==> src/rtl/ref_pulse_gen_mc.sv <==
// Multi-channel burst reference-pulse generator: a shared period counter runs for
// cnt_nums periods (or forever) and each channel emits one delayed, sized pulse per period.
module ref_pulse_gen_mc #(
    parameter int NCH   = 4,
    parameter int CNT_W = 32,
    parameter int WID_W = 16,
    parameter int NUM_W = 8
) (
    input  logic                   ref_clk_500m,
    input  logic                   reset,
    input  logic                   start,
    input  logic                   stop,
    input  logic                   cont_mode,
    input  logic [NUM_W-1:0]       cnt_nums,
    input  logic [CNT_W-1:0]       sig_period,
    input  logic [NCH*CNT_W-1:0]   sig_start,
    input  logic [NCH*WID_W-1:0]   duty_cycle,
    input  logic [NCH-1:0]         polarity,
    output logic [NCH-1:0]         ref_signal,
    output logic                   busy,
    output logic                   done,
    output logic                   period_tick,
    output logic [NUM_W-1:0]       burst_idx,
    output logic [1:0]             dbg_state
);

    typedef enum logic [1:0] {
        S_IDLE = 2'd0,
        S_RUN  = 2'd1,
        S_DONE = 2'd2
    } state_t;

    state_t               r_state;
    state_t               w_state_nx;
    logic                 r_start_d;
    logic [CNT_W-1:0]     r_cnt;
    logic [NUM_W-1:0]     r_bidx;
    logic                 r_done;
    logic                 r_tick;
    logic [NCH-1:0]       r_ref;

    logic                 r_cont_l;
    logic [NUM_W-1:0]     r_nums_l;
    logic [CNT_W-1:0]     r_period_l;
    logic [NCH*CNT_W-1:0] r_start_l;
    logic [NCH*WID_W-1:0] r_width_l;
    logic [NCH-1:0]       r_pol_l;

    logic                 w_start_edge;
    logic                 w_cfg_ok;
    logic                 w_accept;
    logic                 w_wrap;
    logic                 w_last;
    logic [NCH-1:0]       w_act;

    assign w_start_edge = start & ~r_start_d;
    assign w_cfg_ok     = (sig_period != '0) && (cont_mode || (cnt_nums != '0));
    assign w_accept     = w_start_edge && w_cfg_ok && (r_state != S_RUN);
    assign w_wrap       = (r_cnt == r_period_l - CNT_W'(1));
    assign w_last       = w_wrap && !r_cont_l && (r_bidx == r_nums_l - NUM_W'(1));

    // Window compare at CNT_W+1 bits so start+width can never wrap around.
    for (genvar c = 0; c < NCH; c++) begin : g_ch
        logic [CNT_W:0] w_lo;
        logic [CNT_W:0] w_hi;
        assign w_lo     = {1'b0, r_start_l[c*CNT_W +: CNT_W]};
        assign w_hi     = w_lo + {{(CNT_W-WID_W+1){1'b0}}, r_width_l[c*WID_W +: WID_W]};
        assign w_act[c] = ({1'b0, r_cnt} >= w_lo) && ({1'b0, r_cnt} < w_hi);
    end

    always_ff @(posedge ref_clk_500m) begin
        if (reset) r_state <= S_IDLE;
        else       r_state <= w_state_nx;
    end

    always_comb begin
        w_state_nx = r_state;
        case (r_state)
            S_IDLE, S_DONE: if (w_accept) w_state_nx = S_RUN;
            S_RUN: begin
                if (stop)        w_state_nx = S_IDLE;
                else if (w_last) w_state_nx = S_DONE;
            end
            default: w_state_nx = S_IDLE;
        endcase
    end

    always_comb begin
        busy      = (r_state == S_RUN);
        dbg_state = r_state;
    end

    always_ff @(posedge ref_clk_500m) begin
        if (reset) begin
            r_start_d  <= 1'b0;
            r_cnt      <= '0;
            r_bidx     <= '0;
            r_done     <= 1'b0;
            r_tick     <= 1'b0;
            r_ref      <= polarity;
            r_cont_l   <= 1'b0;
            r_nums_l   <= '0;
            r_period_l <= '0;
            r_start_l  <= '0;
            r_width_l  <= '0;
            r_pol_l    <= '0;
        end else begin
            r_start_d <= start;
            r_tick    <= 1'b0;
            if (w_accept) begin
                r_cont_l   <= cont_mode;
                r_nums_l   <= cnt_nums;
                r_period_l <= sig_period;
                r_start_l  <= sig_start;
                r_width_l  <= duty_cycle;
                r_pol_l    <= polarity;
                r_cnt      <= '0;
                r_bidx     <= '0;
                r_done     <= 1'b0;
            end else if (r_state == S_RUN) begin
                if (stop) begin
                    r_cnt <= '0;
                end else if (w_wrap) begin
                    r_cnt  <= '0;
                    r_tick <= 1'b1;
                    r_bidx <= r_bidx + NUM_W'(1);
                    if (w_last) r_done <= 1'b1;
                end else begin
                    r_cnt <= r_cnt + CNT_W'(1);
                end
            end else begin
                r_cnt <= '0;
            end
            // The cycle after the final cnt still shows that cnt's pulse; idle shows polarity.
            if ((r_state == S_RUN) && !stop) r_ref <= w_act ^ r_pol_l;
            else if (w_state_nx == S_DONE)   r_ref <= r_pol_l;
            else                             r_ref <= polarity;
        end
    end

    assign ref_signal  = r_ref;
    assign done        = r_done;
    assign period_tick = r_tick;
    assign burst_idx   = r_bidx;

endmodule

==> config.mk <==
export PLATFORM = sky130hd
export DESIGN_NAME = ref_pulse_gen_mc
export DESIGN_NICKNAME = d
export VERILOG_FILES = /design/src/rtl/ref_pulse_gen_mc.sv
export SDC_FILE = /design/constraint.sdc
export NUM_CORES = 1
export LEC_CHECK = 0
export ABC_CLOCK_PERIOD_IN_PS = 12600
export BUFFER_PORTS_ARGS = -buffer_cell sky130_fd_sc_hd__buf_2
export CAP_MARGIN = 20
export CORE_MARGIN = 2
export CORE_UTILIZATION = 55
export DETAILED_ROUTE_END_ITERATION = 10
export GPL_ROUTABILITY_DRIVEN = 0
export PLACE_DENSITY = 0.76
export SKIP_CTS_REPAIR_TIMING = 1
export SLEW_MARGIN = 20
export SYNTH_ARGS = -nofsm -noshare
export SYNTH_HDL_FRONTEND = slang
export SYNTH_SLANG_ARGS = --single-unit
==> constraint.sdc <==
create_clock -name ref_clk_500m -period 12.6 [get_ports ref_clk_500m]
set_input_delay 0 -clock ref_clk_500m [delete_from_list [all_inputs] [get_ports ref_clk_500m]]
set_output_delay 0 -clock ref_clk_500m [all_outputs]
set_load 0.01 [all_outputs]
==> results of run 1 <==
[placed cells by master, fill, tap and decap left out, types with 14 or more instances in the layout]
master         instances
a211oi_1              23
a21o_1                73
a21oi_1              349
a31oi_1               14
and3_1                24
and4_1                14
buf_2                256
buf_4                 20
clkbuf_16             35
dfxtp_1              286
dlygate4sd3_1        282
ha_1                 320
inv_1                159
nand2_1              566
nand2b_1              28
nand3_1               45
nand4_1               58
nor2_1               135
nor2b_1               24
nor3_1                51
nor4_1                35
o211ai_1              16
o21a_1                19
o21ai_0               79
or3_1                 20
xnor2_1              127
xor2_1                63
[cells by family (layout without fill, tap and decap cells)]
family | count (synthesis) | in the layout | share of synthesized area
AOI/OAI and AO/OA | 659 | 659 | 0.184
xor gates and xnor gates | 190 | 190 | 0.0776
adders and majority gates | 324 | 324 | 0.191
buffers and inverters | 255 | 778 | 0.0455
DFF | 286 | 286 | 0.267
muxes | 12 | 12 | 0.00566
other | 0 | 2 | 0
and+or+nand+nor | 1063 | 1063 | 0.229
[stage by stage]
step	instances	instance area (um^2)	util	hold WS, ns	power (mW)
CTS	3548	24300	0.631	-0.344	2.49
detailed placement	3490	23200	0.601	0.237	1.47
global route	3830	27200	0.705	0.241	2.68
finish	3832	27200	0.705	0.231	2.57
floorplan	2789	21400	-	0.109	1.33
global placement	3490	23200	0.601	0.228	1.45
[Yosys cell counts (all sizes together), types with 19 or more instances]
master | number | share of area
xnor2 | 127 | 0.052
dfxtp | 286 | 0.27
nor2b | 24 | 0.0070
or3 | 20 | 0.0058
inv | 159 | 0.028
and3 | 24 | 0.0070
nand3 | 45 | 0.011
ha | 320 | 0.19
a21oi | 349 | 0.081
a21o | 73 | 0.026
nor3 | 54 | 0.013
nor2 | 136 | 0.024
xor2 | 63 | 0.026
nor4 | 38 | 0.012
nand4 | 58 | 0.017
nand2 | 566 | 0.099
nand2b | 28 | 0.0082
clkbuf | 87 | 0.015
o21a | 19 | 0.0067
o21ai | 81 | 0.019
a211oi | 23 | 0.0081
[worst max-delay path, cell delays in order (launching register included)]
cell      delay [ns]
dfxtp_1         0.33
ha_1            0.31
a211oi_1        0.27
o211ai_1        0.19
a41oi_1         0.38
o21ai_0         0.18
o211a_1         0.28
o21a_1          0.20
o21ai_1         0.38
nor3_1          0.13
xnor2_1         0.15
ha_1            0.21
a2111o_1        0.45
a211oi_1        0.27
nor2b_1         0.17
o21ai_0         0.08
a211oi_1        0.23
a211oi_1        0.08
a22oi_1         0.24
o21ai_0         0.11
a221o_1         0.30
[sequential cells by signal, summed over array words and instances, names as in the netlist]
name / cells
r_start_l: 128
r_width_l: 64
r_cnt: 32
r_period_l: 32
burst_idx: 8
r_nums_l: 8
r_pol_l: 4
ref_signal: 4
dbg_state: 2
done: 1
period_tick: 1
r_cont_l: 1
r_start_d: 1
[report_power, final]
part	leakage, nW	switching [mW]	internal, mW	total (mW)
Combinational	9.08	0.292	0.249	0.541
Sequential	2.34	0.0504	0.951	1.00
Clock	0.557	0.403	0.627	1.03
[layout make-up]
type,instances,area (um^2),share of cell area
repair buffers,561,4300,0.158
multi-input cells,2248,14800,0.543
clock inverters,9,155,0.00571
well taps,518,648,0.0239
diodes,2,5.00,0.000184
clock buffers,49,988,0.0364
inverters,159,597,0.0220
flip-flops and latches,286,5730,0.211
[worst max-delay path by stage]
stage                                            from                     to  slack (ns)  depth (start not counted)
after detailed placement   r_start_l[97]$_SDFFE_PP0P_  ref_signal[3]$_DFF_P_        7.62                         20
after global placement     r_start_l[97]$_SDFFE_PP0P_  ref_signal[3]$_DFF_P_        7.75                         20
final                      r_start_l[97]$_SDFFE_PP0P_  ref_signal[3]$_DFF_P_        7.56                         20
after CTS                  r_start_l[97]$_SDFFE_PP0P_  ref_signal[3]$_DFF_P_        7.59                         20
after global routing       r_start_l[97]$_SDFFE_PP0P_  ref_signal[3]$_DFF_P_        7.09                         20
after floorplan           r_start_l[102]$_SDFFE_PP0P_  ref_signal[3]$_DFF_P_        8.28                         20
[per-layer routing]
layer  track usage  up-vias
li1              -    10800
met1         0.363    10600
met2         0.524      911
met3        0.0583      269
met4         0.145        0
met5             0        -
==> impl_metrics.ini, run 1 <==
[status]
status = completed

[yosys]
ys_seq_elements = 286
syn_area_um2 = 21400
synth_seq_area_share = 0.267
syn_inst = 2789
synth_cell_types = 78
synthArstFlopShare = 0
synth_flop_cell = dfxtp_1
ys.warnings.count = 0
synth_edf_count = 0
synth.avg_cell_area_um2 = 7.69
synth_nets = 3354

[die]
fp.dieW_um = 201
die_h_um = 201
floorplan.initialDensity = 0.556
dieArea_um2 = 40600
fp-row-count = 72
pin_count = 258
core-area_um2 = 38600

[min_path]
min_to = r_width_l[59]$_SDFFE_PP0P_
min_from = duty_cycle[59]
hold_path.class = in2reg
whs_path_depth = 4

[setup_path]
arrival_ns = 5.49
crit_path_end_kind = flop
crit_path_max_fanout = 6
timing.rr.start = r_start_l[97]$_SDFFE_PP0P_
cp-start-kind = flop
rrSetupSlack_ns = 7.56
r2r_end = ref_signal[3]$_DFF_P_
worstPathRequired_ns = 13.05
rr_worst_depth = 20
worstSetupPathType = reg2reg

[detailed_routing]
top_layer = met4
vias_per_cell = 5.88
routed_wl_um = 69900
drt_iter0_drc = 1736
remaining_drc_errors = 0
ant_nets = 0
dr_wl_met3_um = 5290
met2_length_um = 33500
vias = 22500
wl_met1_um = 27600
first_pass_iters = 7
post_drt_wl_per_cell_um = 18.2

[run]
cap_violations = 0

[placement]
dpl.hpwl_um = 47100
dp_slack_ns = 7.62
io_buffers = 257

[clock_tree]
clk_latency_ns = 0.56
htreeDepth = 2
cts_tree = built
clkTransAtPathRegs_ns = 0.06
clockBufferDepth = 3
cts_made_buffers = 34
root_buffer = clkbuf_16
cts_sinks = 286

[global_route]
grt-ovfl-total = 0
grt_max_degree = 248
grt_pass1_wl_um = 101000
grt_usage = 0.304
antenna_found_initial = 0
grt_pass1_vias = 20600

[timing]
finalCritPeriodShare = 0.400
fin_setup_tns_ns = 0
final_max_slew_viol_count = 0
finalHoldViolCount = 0
setup_slack_ns = 7.56
period_needed_ns = 5.04
finClkSkew_ns = 0.0321
slew_headroom = 0.227
grt_setup_unrepaired = false
finalSetupViolCount = 0
worstMarginPinSlew_ns = 1.16
clock.fmax_ghz = 0.198

[power_and_ir_drop]
pwr_density_cell_nw_per_um2 = 94.7
peakVddDrop_mv = 0.101
power_leakage_nw = 12.0

[cells_and_area]
drive_gt1_frac = 0.108
nets = 3855
area_growth_pct = 26.8
filler_cell_count = 3024
(Power assumes the default switching activity.)
==> run 2: changes to the inputs <==
- ABC_CLOCK_PERIOD_IN_PS: 12600 -> 5270
- clock period: 12.6 -> 5.27 ns (I/O delays scaled with it)
==> impl_metrics.ini, run 2 (same netlist as run 1, synthesis figures left out) <==
[setup_path]
crit_path_start = r_start_l[96]$_SDFFE_PP0P_
crit_path_end_kind = flop
crit_top_cell = a211oi_1
rr_worst_depth = 20
path_depth = 20
path_delay_family = compound AO/OA/AOI/OAI gates
worstSetupPathType = reg2reg
cp_slowest_cell = fa_1
slowest_delay_ns = 0.40
rrSetupSlack_ns = 0.38
crit_path_end = ref_signal[3]$_DFF_P_
crit_path_max_fanout = 5
r2r_end = ref_signal[3]$_DFF_P_
critPathBufInv = 1
arrival_ns = 5.37
timing.rr.start = r_start_l[96]$_SDFFE_PP0P_
path_cells = ha_1, inv_1, fa_1, nor2b_1, o31a_1, o211ai_1, o211ai_1, o2111ai_1, nor2_1, xnor2_1, ha_1, a2111o_1, a211oi_1, nor2b_1, o21ai_0, a211oi_1, a211oi_1, a22oi_1, o21ai_0, a221o_1
cp-start-kind = flop
worstPathRequired_ns = 5.76

[global_route]
grt_usage = 0.299
grt_pass1_wl_um = 100000
grt-ovfl-total = 0
grt_max_degree = 107
grt_pass1_vias = 20300
antenna_found_initial = 2

[timing]
holdWs_ns = -0.0374
finClkSkew_ns = 0.0221
finalCritPeriodShare = 0.928
finalHoldViolCount = 41
slew_headroom = 0.257
period_needed_ns = 4.89
finalSetupViolCount = 0
worstMarginPinSlew_ns = 1.11
clock.fmax_ghz = 0.205
fin_setup_tns_ns = 0
grt_setup_unrepaired = false
final_max_slew_viol_count = 0

[cells_and_area]
mostFrequentLayoutCell = nand2_1
largest_reg_flops = 128
drive_gt1_frac = 0.111
filler_cell_count = 2983
top_register = r_start_l
nets = 3842
final_area_um2 = 27000
area_growth_pct = 26.0
mostFrequentLayoutCells = nand2_1 (566), a21oi_1 (349), ha_1 (320)
reg_top3 = r_start_l (128), r_width_l (64)

[clock_tree]
cts_tree = built
htreeDepth = 1
cts_made_buffers = 31
root_buffer = clkbuf_16
clkTransAtPathRegs_ns = 0.06
clockBufferDepth = 3
cts_sinks = 286
clk_latency_ns = 0.59

[detailed_routing]
remaining_drc_errors = 0
ant_nets = 0
routed_wl_um = 69400
post_drt_wl_per_cell_um = 18.1
first_pass_iters = 8
vias_per_cell = 5.87
drt_iter0_drc = 1589
vias = 22500

[placement]
dpl.hpwl_um = 47400
placed_area_um2 = 23300
io_buffers = 257

[power_and_ir_drop]
pwr_density_cell_nw_per_um2 = 222
power_leakage_nw = 11.9
peakVddDrop_mv = 0.279

[die]
fp-row-count = 72
pin_count = 258
fp.dieW_um = 201
dieArea_um2 = 40600
floorplan.initialDensity = 0.556
core-area_um2 = 38600
die_h_um = 201

[run]
cap_violations = 0

[status]
violations = negative hold slack
status = finished with violations

[min_path]
hold_path.class = in2reg
min_from = reset
-- run 2: cell types whose count changed in the layout (fill, tap and decap cells not counted), moves of 2 or more --
| cell | delta |
|---|---|
| clkbuf_16 | -4 |
| clkbuf_1 | -2 |
| buf_4 | +10 |
| clkinv_2 | +4 |
| diode_2 | +2 |
| dlygate4sd3_1 | -19 |
-- run 2: worst min path at each step --
stage	end	depth (start not counted)
floorplan	ref_signal[1]$_DFF_P_	2
global placement	ref_signal[1]$_DFF_P_	3
detailed placement	ref_signal[1]$_DFF_P_	3
CTS	ref_signal[1]$_DFF_P_	3
global route	r_nums_l[7]$_SDFFE_PP0P_	2
finish	r_start_l[124]$_SDFFE_PP0P_	2
-- run 2: area by class of cell --
cell class                      count  area, um^2  share of cell area
Multi-Input combinational cell   2248       14800               0.547
Timing Repair Buffer              551        4170               0.154
Sequential cell                   286        5730               0.212
Tap cell                          518         648              0.0240
Inverter                          159         597              0.0221
Antenna cell                        4        10.0            0.000371
Clock inverter                     16         221             0.00820
Clock buffer                       42         867              0.0321
-- run 2: worst reg2reg max path: stages (launching register included) --
cell and delay (ns):
dfxtp_1 0.36, ha_1 0.22, inv_1 0.07, fa_1 0.40, nor2b_1 0.18, o31a_1 0.22, o211ai_1 0.17, o211ai_1 0.27
o2111ai_1 0.34, nor2_1 0.23, xnor2_1 0.14, ha_1 0.27, a2111o_1 0.40, a211oi_1 0.27, nor2b_1 0.17, o21ai_0 0.10
a211oi_1 0.28, a211oi_1 0.08, a22oi_1 0.21, o21ai_0 0.11, a221o_1 0.30
-- run 2: metrics by stage --
stage	power, mW	worst slack (ns)	cells	util
floorplan	3.18	0.954	2789	-
global placement	3.47	0.526	3499	0.603
detailed placement	3.52	0.419	3499	0.603
CTS	5.83	0.408	3557	0.631
global route	6.26	0.0456	3822	0.700
finish	6.00	0.381	3824	0.700
-- run 2: routing by layer --
metal  GRT usage  wire, um  part of all wire
met5           0         0                 0
met1       0.376     27800              0.40
met2       0.507     32900              0.47
met3      0.0411      5060             0.073
met4       0.141      3670             0.053
-- run 2: power breakdown --
group / internal (mW) / total, mW / switching (mW)
Clock: 1.40 / 2.33 / 0.933
Sequential: 2.27 / 2.40 / 0.122
Combinational: 0.586 / 1.28 / 0.691
